===== src/rtl/syscall_console_unit.sv =====
// syscall_console_unit: writeback-stage syscall service engine.
// Services print_char (11), print_string (4), print_hex (34), exit (10) and
// exit2 (17). Output bytes go through a small FIFO to a valid/ready console sink.
// Optional feature macro SYSCALL_STATS_EN adds cycle/call counters and an
// exit report; without it the counters, their ports and the report are absent.
// Console handshake: a byte moves on a rising edge where tx_valid && tx_ready;
// tx_valid stays high and tx_data stays stable until that happens.
// print_hex assumes XLEN >= 32 and prints the low 32 bits of a0.
module syscall_console_unit #(
   parameter int XLEN      = 32,
   parameter int FIFO_LOG2 = 3,
   parameter int MAX_STR   = 256
) (
   input  logic            clk,
   input  logic            rst_n,
   input  logic            syscall_w,
   input  logic [XLEN-1:0] v0,
   input  logic [XLEN-1:0] a0,
   output logic            busy,
   output logic            mem_req,
   output logic [XLEN-1:0] mem_addr,
   input  logic [7:0]      mem_rdata,
   input  logic            mem_ack,
   output logic            tx_valid,
   output logic [7:0]      tx_data,
   input  logic            tx_ready,
   output logic            halt,
   output logic [XLEN-1:0] exit_code,
   output logic            err_pulse
`ifdef SYSCALL_STATS_EN
   ,
   output logic [63:0]     cycle_cnt,
   output logic [31:0]     call_cnt
`endif
);

   localparam int DEPTH = 1 << FIFO_LOG2;
   localparam int LEN_W = $clog2(MAX_STR + 1);

   localparam logic [XLEN-1:0] SC_PRINT_CHAR = XLEN'(11);
   localparam logic [XLEN-1:0] SC_PRINT_STR  = XLEN'(4);
   localparam logic [XLEN-1:0] SC_PRINT_HEX  = XLEN'(34);
   localparam logic [XLEN-1:0] SC_EXIT       = XLEN'(10);
   localparam logic [XLEN-1:0] SC_EXIT2      = XLEN'(17);

   localparam logic [FIFO_LOG2-1:0] PTR_ONE  = FIFO_LOG2'(1);
   localparam logic [FIFO_LOG2:0]   CNT_ONE  = (FIFO_LOG2 + 1)'(1);
   localparam logic [LEN_W-1:0]     LEN_ONE  = LEN_W'(1);
   localparam logic [LEN_W-1:0]     LEN_LAST = LEN_W'(MAX_STR - 1);

   typedef enum logic [2:0] {
      S_IDLE, S_PUSH, S_STR_REQ, S_HEX, S_DRAIN, S_HALT
   } state_t;

   state_t state, state_nxt;

   // FIFO storage and occupancy
   logic [7:0]           fifo_mem [DEPTH];
   logic [FIFO_LOG2-1:0] wr_ptr, rd_ptr;
   logic [FIFO_LOG2:0]   count;
   logic                 full, empty, do_pop;

   // Service datapath registers
   logic [LEN_W-1:0] len;
   logic [31:0]      hex_word;
   logic [2:0]       nib_cnt;
   logic [7:0]       pend_byte;
   logic             pend_str;

   // Control strobes from the next-state logic
   logic       push_req, err_nxt, accept;
   logic [7:0] push_byte;
   logic       ld_str, str_adv, ld_hex, hex_adv, ld_exit, ld_pend, pend_str_nxt;
   logic [7:0] pend_src;
   logic [3:0] nib;
   logic [7:0] hex_char;

   // full is taken from the registered count, so a same-cycle pop never frees a slot
   assign full     = count[FIFO_LOG2];
   assign empty    = (count == '0);
   assign do_pop   = !empty && tx_ready;
   assign tx_valid = !empty;
   assign tx_data  = fifo_mem[rd_ptr];
   assign busy     = (state != S_IDLE);
   assign halt     = (state == S_HALT);
   assign mem_req  = (state == S_STR_REQ);

   assign nib      = hex_word[31:28];
   assign hex_char = (nib < 4'd10) ? (8'h30 + {4'h0, nib}) : (8'h57 + {4'h0, nib});

   // State register
   always_ff @(posedge clk or negedge rst_n) begin
      if (!rst_n) state <= S_IDLE;
      else        state <= state_nxt;
   end

   // Next-state decode and per-cycle control strobes
   always_comb begin
      state_nxt    = state;
      push_req     = 1'b0;
      push_byte    = 8'h00;
      err_nxt      = 1'b0;
      accept       = 1'b0;
      ld_str       = 1'b0;
      str_adv      = 1'b0;
      ld_hex       = 1'b0;
      hex_adv      = 1'b0;
      ld_exit      = 1'b0;
      ld_pend      = 1'b0;
      pend_src     = 8'h00;
      pend_str_nxt = 1'b0;
      // a syscall arriving while a service is running is dropped and flagged
      if (syscall_w && (state != S_IDLE)) err_nxt = 1'b1;
      case (state)
         S_IDLE: begin
            if (syscall_w) begin
               if (v0 == SC_PRINT_CHAR) begin
                  accept = 1'b1;
                  if (!full) begin
                     push_req  = 1'b1;
                     push_byte = a0[7:0];
                  end else begin
                     ld_pend   = 1'b1;
                     pend_src  = a0[7:0];
                     state_nxt = S_PUSH;
                  end
               end else if (v0 == SC_PRINT_STR) begin
                  accept    = 1'b1;
                  ld_str    = 1'b1;
                  state_nxt = S_STR_REQ;
               end else if (v0 == SC_PRINT_HEX) begin
                  accept    = 1'b1;
                  ld_hex    = 1'b1;
                  state_nxt = S_HEX;
               end else if ((v0 == SC_EXIT) || (v0 == SC_EXIT2)) begin
                  accept    = 1'b1;
                  ld_exit   = 1'b1;
                  state_nxt = S_DRAIN;
               end else begin
                  err_nxt = 1'b1;
               end
            end
         end
         S_PUSH: begin
            if (!full) begin
               push_req  = 1'b1;
               push_byte = pend_byte;
               if (pend_str) begin
                  str_adv = 1'b1;
                  if (len == LEN_LAST) begin
                     err_nxt   = 1'b1;
                     state_nxt = S_IDLE;
                  end else begin
                     state_nxt = S_STR_REQ;
                  end
               end else begin
                  state_nxt = S_IDLE;
               end
            end
         end
         S_STR_REQ: begin
            if (mem_ack) begin
               if (mem_rdata == 8'h00) begin
                  state_nxt = S_IDLE;
               end else if (!full) begin
                  push_req  = 1'b1;
                  push_byte = mem_rdata;
                  str_adv   = 1'b1;
                  if (len == LEN_LAST) begin
                     err_nxt   = 1'b1;
                     state_nxt = S_IDLE;
                  end
               end else begin
                  ld_pend      = 1'b1;
                  pend_src     = mem_rdata;
                  pend_str_nxt = 1'b1;
                  state_nxt    = S_PUSH;
               end
            end
         end
         S_HEX: begin
            if (!full) begin
               push_req  = 1'b1;
               push_byte = hex_char;
               hex_adv   = 1'b1;
               if (nib_cnt == 3'd7) state_nxt = S_IDLE;
            end
         end
         S_DRAIN: begin
            if (empty) state_nxt = S_HALT;
         end
         S_HALT: state_nxt = S_HALT;
         default: state_nxt = S_IDLE;
      endcase
   end

   // Console FIFO: push only when not full, pop on the tx handshake
   always_ff @(posedge clk or negedge rst_n) begin
      if (!rst_n) begin
         wr_ptr <= '0;
         rd_ptr <= '0;
         count  <= '0;
         for (int i = 0; i < DEPTH; i++) fifo_mem[i] <= 8'h00;
      end else begin
         if (push_req) begin
            fifo_mem[wr_ptr] <= push_byte;
            wr_ptr           <= wr_ptr + PTR_ONE;
         end
         if (do_pop) rd_ptr <= rd_ptr + PTR_ONE;
         if (push_req && !do_pop)      count <= count + CNT_ONE;
         else if (!push_req && do_pop) count <= count - CNT_ONE;
      end
   end

   // Service datapath: string cursor, hex shifter, pending byte, exit code, error pulse
   always_ff @(posedge clk or negedge rst_n) begin
      if (!rst_n) begin
         mem_addr  <= '0;
         len       <= '0;
         hex_word  <= '0;
         nib_cnt   <= '0;
         pend_byte <= 8'h00;
         pend_str  <= 1'b0;
         exit_code <= '0;
         err_pulse <= 1'b0;
      end else begin
         err_pulse <= err_nxt;
         if (ld_str) begin
            mem_addr <= a0;
            len      <= '0;
         end else if (str_adv) begin
            mem_addr <= mem_addr + XLEN'(1);
            len      <= len + LEN_ONE;
         end
         if (ld_hex) begin
            hex_word <= a0[31:0];
            nib_cnt  <= 3'd0;
         end else if (hex_adv) begin
            hex_word <= {hex_word[27:0], 4'h0};
            nib_cnt  <= nib_cnt + 3'd1;
         end
         if (ld_pend) begin
            pend_byte <= pend_src;
            pend_str  <= pend_str_nxt;
         end
         if (ld_exit) exit_code <= (v0 == SC_EXIT2) ? a0 : '0;
      end
   end

`ifdef SYSCALL_STATS_EN
   // Run statistics: cycles since reset (frozen once halted) and accepted calls
   always_ff @(posedge clk or negedge rst_n) begin
      if (!rst_n) begin
         cycle_cnt <= 64'd0;
         call_cnt  <= 32'd0;
      end else begin
         if (state != S_HALT) cycle_cnt <= cycle_cnt + 64'd1;
         if (accept)          call_cnt  <= call_cnt + 32'd1;
      end
   end

   // Exit report printed once, on the transition into HALT
   always_ff @(posedge clk) begin
      if (rst_n && (state != S_HALT) && (state_nxt == S_HALT))
         $display("syscall_console_unit halt: cycles=%0d calls=%0d exit_code=%0d",
                  cycle_cnt, call_cnt, exit_code);
   end
`endif

endmodule


===== config.mk =====
export PLATFORM = sky130hd
export DESIGN_NAME = syscall_console_unit
export DESIGN_NICKNAME = d
export VERILOG_FILES = /design/src/rtl/syscall_console_unit.sv
export SDC_FILE = /design/constraint.sdc
export NUM_CORES = 1
export LEC_CHECK = 0
export ABC_AREA = 1
export CAP_MARGIN = 20
export CORE_MARGIN = 1.5
export CORE_UTILIZATION = 60
export CTS_CLUSTER_DIAMETER = 150
export CTS_CLUSTER_SIZE = 25
export DETAILED_ROUTE_END_ITERATION = 12
export GPL_TIMING_DRIVEN = 1
export PLACE_DENSITY = 0.87
export SLEW_MARGIN = 10
export SYNTH_ARGS = -nofsm -noshare
export SYNTH_HDL_FRONTEND = slang
export SYNTH_SLANG_ARGS = --single-unit

===== constraint.sdc =====
create_clock -name clk -period 5.65 [get_ports clk]
set_input_delay 1.13 -clock clk [delete_from_list [all_inputs] [get_ports clk]]
set_output_delay 1.13 -clock clk [all_outputs]
set_load 0.05 [all_outputs]

==> results of run 1 <==
flip-flops by register name, indices dropped and copies added (netlist names):
signal     flops
wr_ptr         3
pend_str       1
mem_addr      32
fifo_mem      64
len            9
pend_byte      8
state          3
nib_cnt        3
hex_word      32
exit_code     32
err_pulse      1
count          4
rd_ptr         3
metrics by stage:
step                      total power (W)   util
after global routing              0.00283  0.746
after CTS                         0.00277  0.745
after floorplan                   0.00144      -
final                             0.00277  0.746
after global placement            0.00154  0.710
after detailed placement          0.00154  0.710
cell type report:
| class | count | area [um^2] |
|---|---|---|
| clock inverters | 12 | 148 |
| repair buffers | 160 | 1610 |
| multi-input cells | 1121 | 5280 |
| fillers | 1315 | 4410 |
| well taps | 225 | 282 |
| clock buffers | 20 | 457 |
| inverters | 77 | 289 |
| flip-flops and latches | 195 | 4880 |
final timing paths:
check / startpoint / depth (start not counted) / to
worst min register to register: fifo_mem[53] / 2 / fifo_mem[53]
min in group asynchronous: rst_n / 1 / exit_code[28]
worst min-delay path: fifo_mem[53] / 2 / fifo_mem[53]
worst max-delay path: rd_ptr[0] / 7 / tx_data[7]
max in group asynchronous: rst_n / 2 / fifo_mem[38]
worst max register to register: count[3] / 16 / count[3]
cells in the mapped netlist (all sizes together) (9+ instances only):
cell      n  area (um^2)
a21oi    25          200
a31oi     9         56.3
buf      23          138
clkbuf   22         83.8
dfrtp   195         4880
ha       11          138
inv      75          282
nand2   578         2200
nand3   149          801
nand4    13         87.6
nor2    168          714
nor3     17         90.1
o21ai    89          487
o22ai     9         56.3
xnor2    12          105
xor2     20          175
power breakdown:
part / internal (W) / leakage (nW) / switching, W
Combinational: 0.0000531 / 3.13 / 0.0000674
Clock: 0.000686 / 0.283 / 0.000564
Sequential: 0.00140 / 2.49 / 0.0000000959
Total: 0.00213 / 5.91 / 0.000631
worst max-delay path, cell delays in order, from the launching register on:
cell and delay, ns:
dfrtp_1 0.36, buf_4 0.25, inv_1 0.76, o21ai_0 0.25, o22ai_1 0.26, nor2_1 0.09, a31oi_1 0.15, clkdlybuf4s50_1 0.82
per-layer routing:
layer,routed length [um],GRT usage
met3,3140,0.0697
met4,625,0.0987
met2,14300,0.526
met1,12700,0.484
met5,0,0
cell families (layout without fill, tap and decap cells):
logic type | after synthesis | in the layout | share of synthesized area
flops | 195 | 195 | 0.457
fa+ha+maj | 12 | 12 | 0.0148
buf+inv | 122 | 269 | 0.0478
compound gates | 140 | 140 | 0.0818
simple gates | 937 | 937 | 0.372
xor+xnor | 32 | 32 | 0.0263
==> results_dict.tcl, run 1 <==
set metrics [dict create \
    cts.sinks 195 \
    critPathLaunchType "flop" \
    ys_types 48 \
    min_period_ns 4.53 \
    grt_pass1_wl_um 48900 \
    cts_root_buf "clkbuf_16" \
    drt_iter0_drc 1253 \
    synth_edf_count 0 \
    yosysSeqAreaShare 0.457 \
    track_usage 0.340 \
    mostFrequentLayoutCells "nand2_1, dfrtp_1, clkdlybuf4s50_1" \
    syn_nets 1527 \
    max_freq_mhz 221 \
    clk_latency_ns 0.44 \
    layout_commonest_cell "nand2_1" \
    io_pins 154 \
    outcome "complete, no violations" \
    wl_um 30800 \
    wire_per_inst_um 17.0 \
    dieArea_um2 18600 \
    final_cells 1810 \
    maxSlewViolCount 0 \
    rows 48 \
    end_kind "output pin" \
    antenna_found_initial 0 \
    htreeDepth 4 \
    slew_headroom 0.338 \
    async_flop_share 1.00 \
    ys.flop_type "dfrtp_1" \
    worst_slew_pin_slew_ns 0.992 \
    setup_viol 0 \
    drive_above_1_share 0.0618 \
    numCtsBuffers 17 \
    skew_ns 0.00857 \
    ys_ff_latch 195 \
    dpl_cell_area_um2 12300 \
    antenna_cells 0 \
    ctsHoldBuffers 0 \
    first_pass_iters 6 \
    avgSynthCellArea_um2 7.42 \
    synthCells 1438 \
    vias_per_cell 5.82 \
    place.gp.congestion 0.995 \
    crit_arrival_ns 3.40 \
    holdCritPathClass "reg -> reg" \
    start_util 0.615 \
    final_hold_viol_count 0 \
    power_density_nw_per_um2 214 \
    clk_path_buf_depth 2 \
    cts_setup_buffers 0 \
    die_x_um 136 \
    design.core.area_um2 17400 \
    leakagePower_nw 5.91 \
    whs_ns 0.472 \
    reg2reg_slack_ns 2.46 \
    setup_slack_ns 1.12 \
    cp_max_fo 34 \
    grt_max_degree 124 \
    hpwl_um 21300 \
    fp.dieH_um 136 \
    post-place-ws_ns 1.33 \
    syn_area_um2 10700 \
    fin_nets 1661 \
    timing.max_cap.violations 0 \
    path_clk_slew_ns 0.07 \
    io_buffer_count 153 \
    ir_worst_vdd_mv 0.238 \
    worstSetupPathType "reg -> out" \
    drtAntennaViolNets 0 \
    area_growth_pct 21.4 \
    rsz0062_at_grt "false" \
    yosys_warnings 0 \
    grt.overflow.total 0 \
    min_period_over_period 0.802 \
    dp.cells 1777 \
    drcViolationCount 0 \
    grt_pass1_vias 9677 \
    final_area_um2 12900 \
    cts_resized 0 \
    vias 10500 \
    cts_tree "built" \
    critical_path_required_ns 4.52 \
    tns_ns 0 \
]
No activity file was read; power rests on OpenSTA's default activity.
==> inputs of run 2 (changes only) <==
CORE_UTILIZATION = 50   (was 60)
PLACE_DENSITY = 0.77   (was 0.87)
clock period = 3.8 ns   (was 5.65 ns; I/O delays follow)
==> results_dict.tcl, run 2 (synthesis gave the netlist of run 1 again) <==
set metrics [dict create \
    hpwl_um 22200 \
    leakagePower_nw 5.99 \
    grt_max_degree 99 \
    path_cells "inv_1 > buf_12 > o21ai_0 > o22ai_1 > nor2_1 > a31oi_1 > clkdlybuf4s50_1" \
    rsz0062_at_grt "false" \
    end_kind "output pin" \
    cts.sinks 195 \
    vias 10300 \
    mostFrequentLayoutCells "nand2_1, dfrtp_1, nor2_1" \
    power_frac_clock 0.457 \
    drt_iter0_drc 889 \
    tns_ns 0 \
    rr_worst_depth 16 \
    ctsHoldBuffers 0 \
    rows 53 \
    worst_slew_pin_slew_ns 0.807 \
    power_density_nw_per_um2 318 \
    cp_max_fo 22 \
    fillers 1929 \
    fp.dieH_um 149 \
    start_util 0.509 \
    clk_latency_ns 0.44 \
    wire_per_inst_um 16.5 \
    cts_tree "built" \
    die_x_um 149 \
    slew_headroom 0.462 \
    antenna_found_initial 0 \
    vias_per_cell 5.48 \
    worstReg2RegEnd "count[3]" \
    min_period_ns 3.49 \
    outcome "complete, no violations" \
    io_buffer_count 153 \
    fin_nets 1674 \
    p_sw_w 0.00100 \
    track_usage 0.289 \
    grt_pass1_vias 9848 \
    area_growth_pct 22.7 \
    reg2reg_slack_ns 0.98 \
    internal_power_w 0.00316 \
    critPathLaunchType "flop" \
    critical_path_required_ns 3.04 \
    reg2reg_from "count[3]" \
    max_freq_mhz 286 \
    critPathSlowestCell "clkdlybuf4s50_1" \
    drtAntennaViolNets 0 \
    cts_resized 0 \
    first_pass_iters 6 \
    share_comb_of_total_power 0.045 \
    clk_path_buf_depth 2 \
    drive_above_1_share 0.0720 \
    drcViolationCount 0 \
    worstSetupPathType "reg -> out" \
    path_clk_slew_ns 0.08 \
    dieArea_um2 22200 \
    largest-register "fifo_mem" \
    swShare 0.241 \
    crit_arrival_ns 2.73 \
    setup_viol 0 \
    ir_worst_vdd_mv 0.307 \
    wl_um 31000 \
    htreeDepth 4 \
    cts_root_buf "clkbuf_16" \
    cp_top_family "buffers and inverters" \
    io_pins 154 \
    whs_ns 0.401 \
    grt_pass1_wl_um 50500 \
    final_hold_viol_count 0 \
    min_period_over_period 0.919 \
    place.gp.congestion 0.960 \
    antenna_cells 0 \
    cpPeakStageDelay_ns 0.82 \
    skew_ns 0.0107 \
    crit_buf_inv 3 \
    largest_reg_flops 64 \
    maxSlewViolCount 0 \
    timing.max_cap.violations 0 \
    design.core.area_um2 21000 \
    numCtsBuffers 17 \
    layout_commonest_cell "nand2_1" \
    grt.overflow.total 0 \
    pwr-share-seq 0.498 \
    holdCritPathClass "in -> async" \
    cts_setup_buffers 0 \
]
## run 2: worst max-delay path by stage
stage                         start         end  slack, ns  cells past startpoint
after global placement       v0[21]    count[3]       0.54                     17
after detailed placement     v0[21]    count[3]       0.44                     17
after floorplan              v0[16]    count[3]       0.84                     17
after CTS                 rd_ptr[0]  tx_data[1]       0.31                      7
final                     rd_ptr[0]  tx_data[1]       0.31                      7
after global routing      rd_ptr[0]  tx_data[1]       0.21                      7
## run 2: final cells by class
cell class,instances,area (um^2),area share
multi-input combinational,1121,5280,0.403
sequential,195,4880,0.373
timing repair buffer,173,1690,0.129
clock buffer,18,429,0.0328
tap,275,344,0.0263
inverter,77,289,0.0221
clock inverter,14,184,0.0140
## run 2: power groups by stage
stage | Clock, W | Sequential (W) | Combinational (W)
finish | 0.00190 | 0.00207 | 0.000187
global route | 0.00199 | 0.00207 | 0.000203
CTS | 0.00191 | 0.00207 | 0.000188
detailed placement | 0 | 0.00212 | 0.000188
global placement | 0 | 0.00212 | 0.000186
floorplan | 0 | 0.00212 | 0.0000202
## run 2: per-stage QoR
| stage | total power [W] | utilization | area, um^2 | instances | worst slack [ns] |
|---|---|---|---|---|---|
| after floorplan | 0.00214 | - | 10700 | 1438 | 0.843 |
| after global placement | 0.00230 | 0.596 | 12500 | 1841 | 0.540 |
| after detailed placement | 0.00230 | 0.596 | 12500 | 1841 | 0.437 |
| after CTS | 0.00417 | 0.625 | 13100 | 1873 | 0.309 |
| after global routing | 0.00426 | 0.625 | 13100 | 1873 | 0.213 |
| final | 0.00416 | 0.625 | 13100 | 1873 | 0.308 |
## run 2: layer usage
layer,wire length (um),track usage,vias up
met5,0,0,-
met4,926,0.108,0
met3,2320,0.0502,64
met2,14400,0.456,446
met1,13300,0.400,4853
li1,-,-,4910
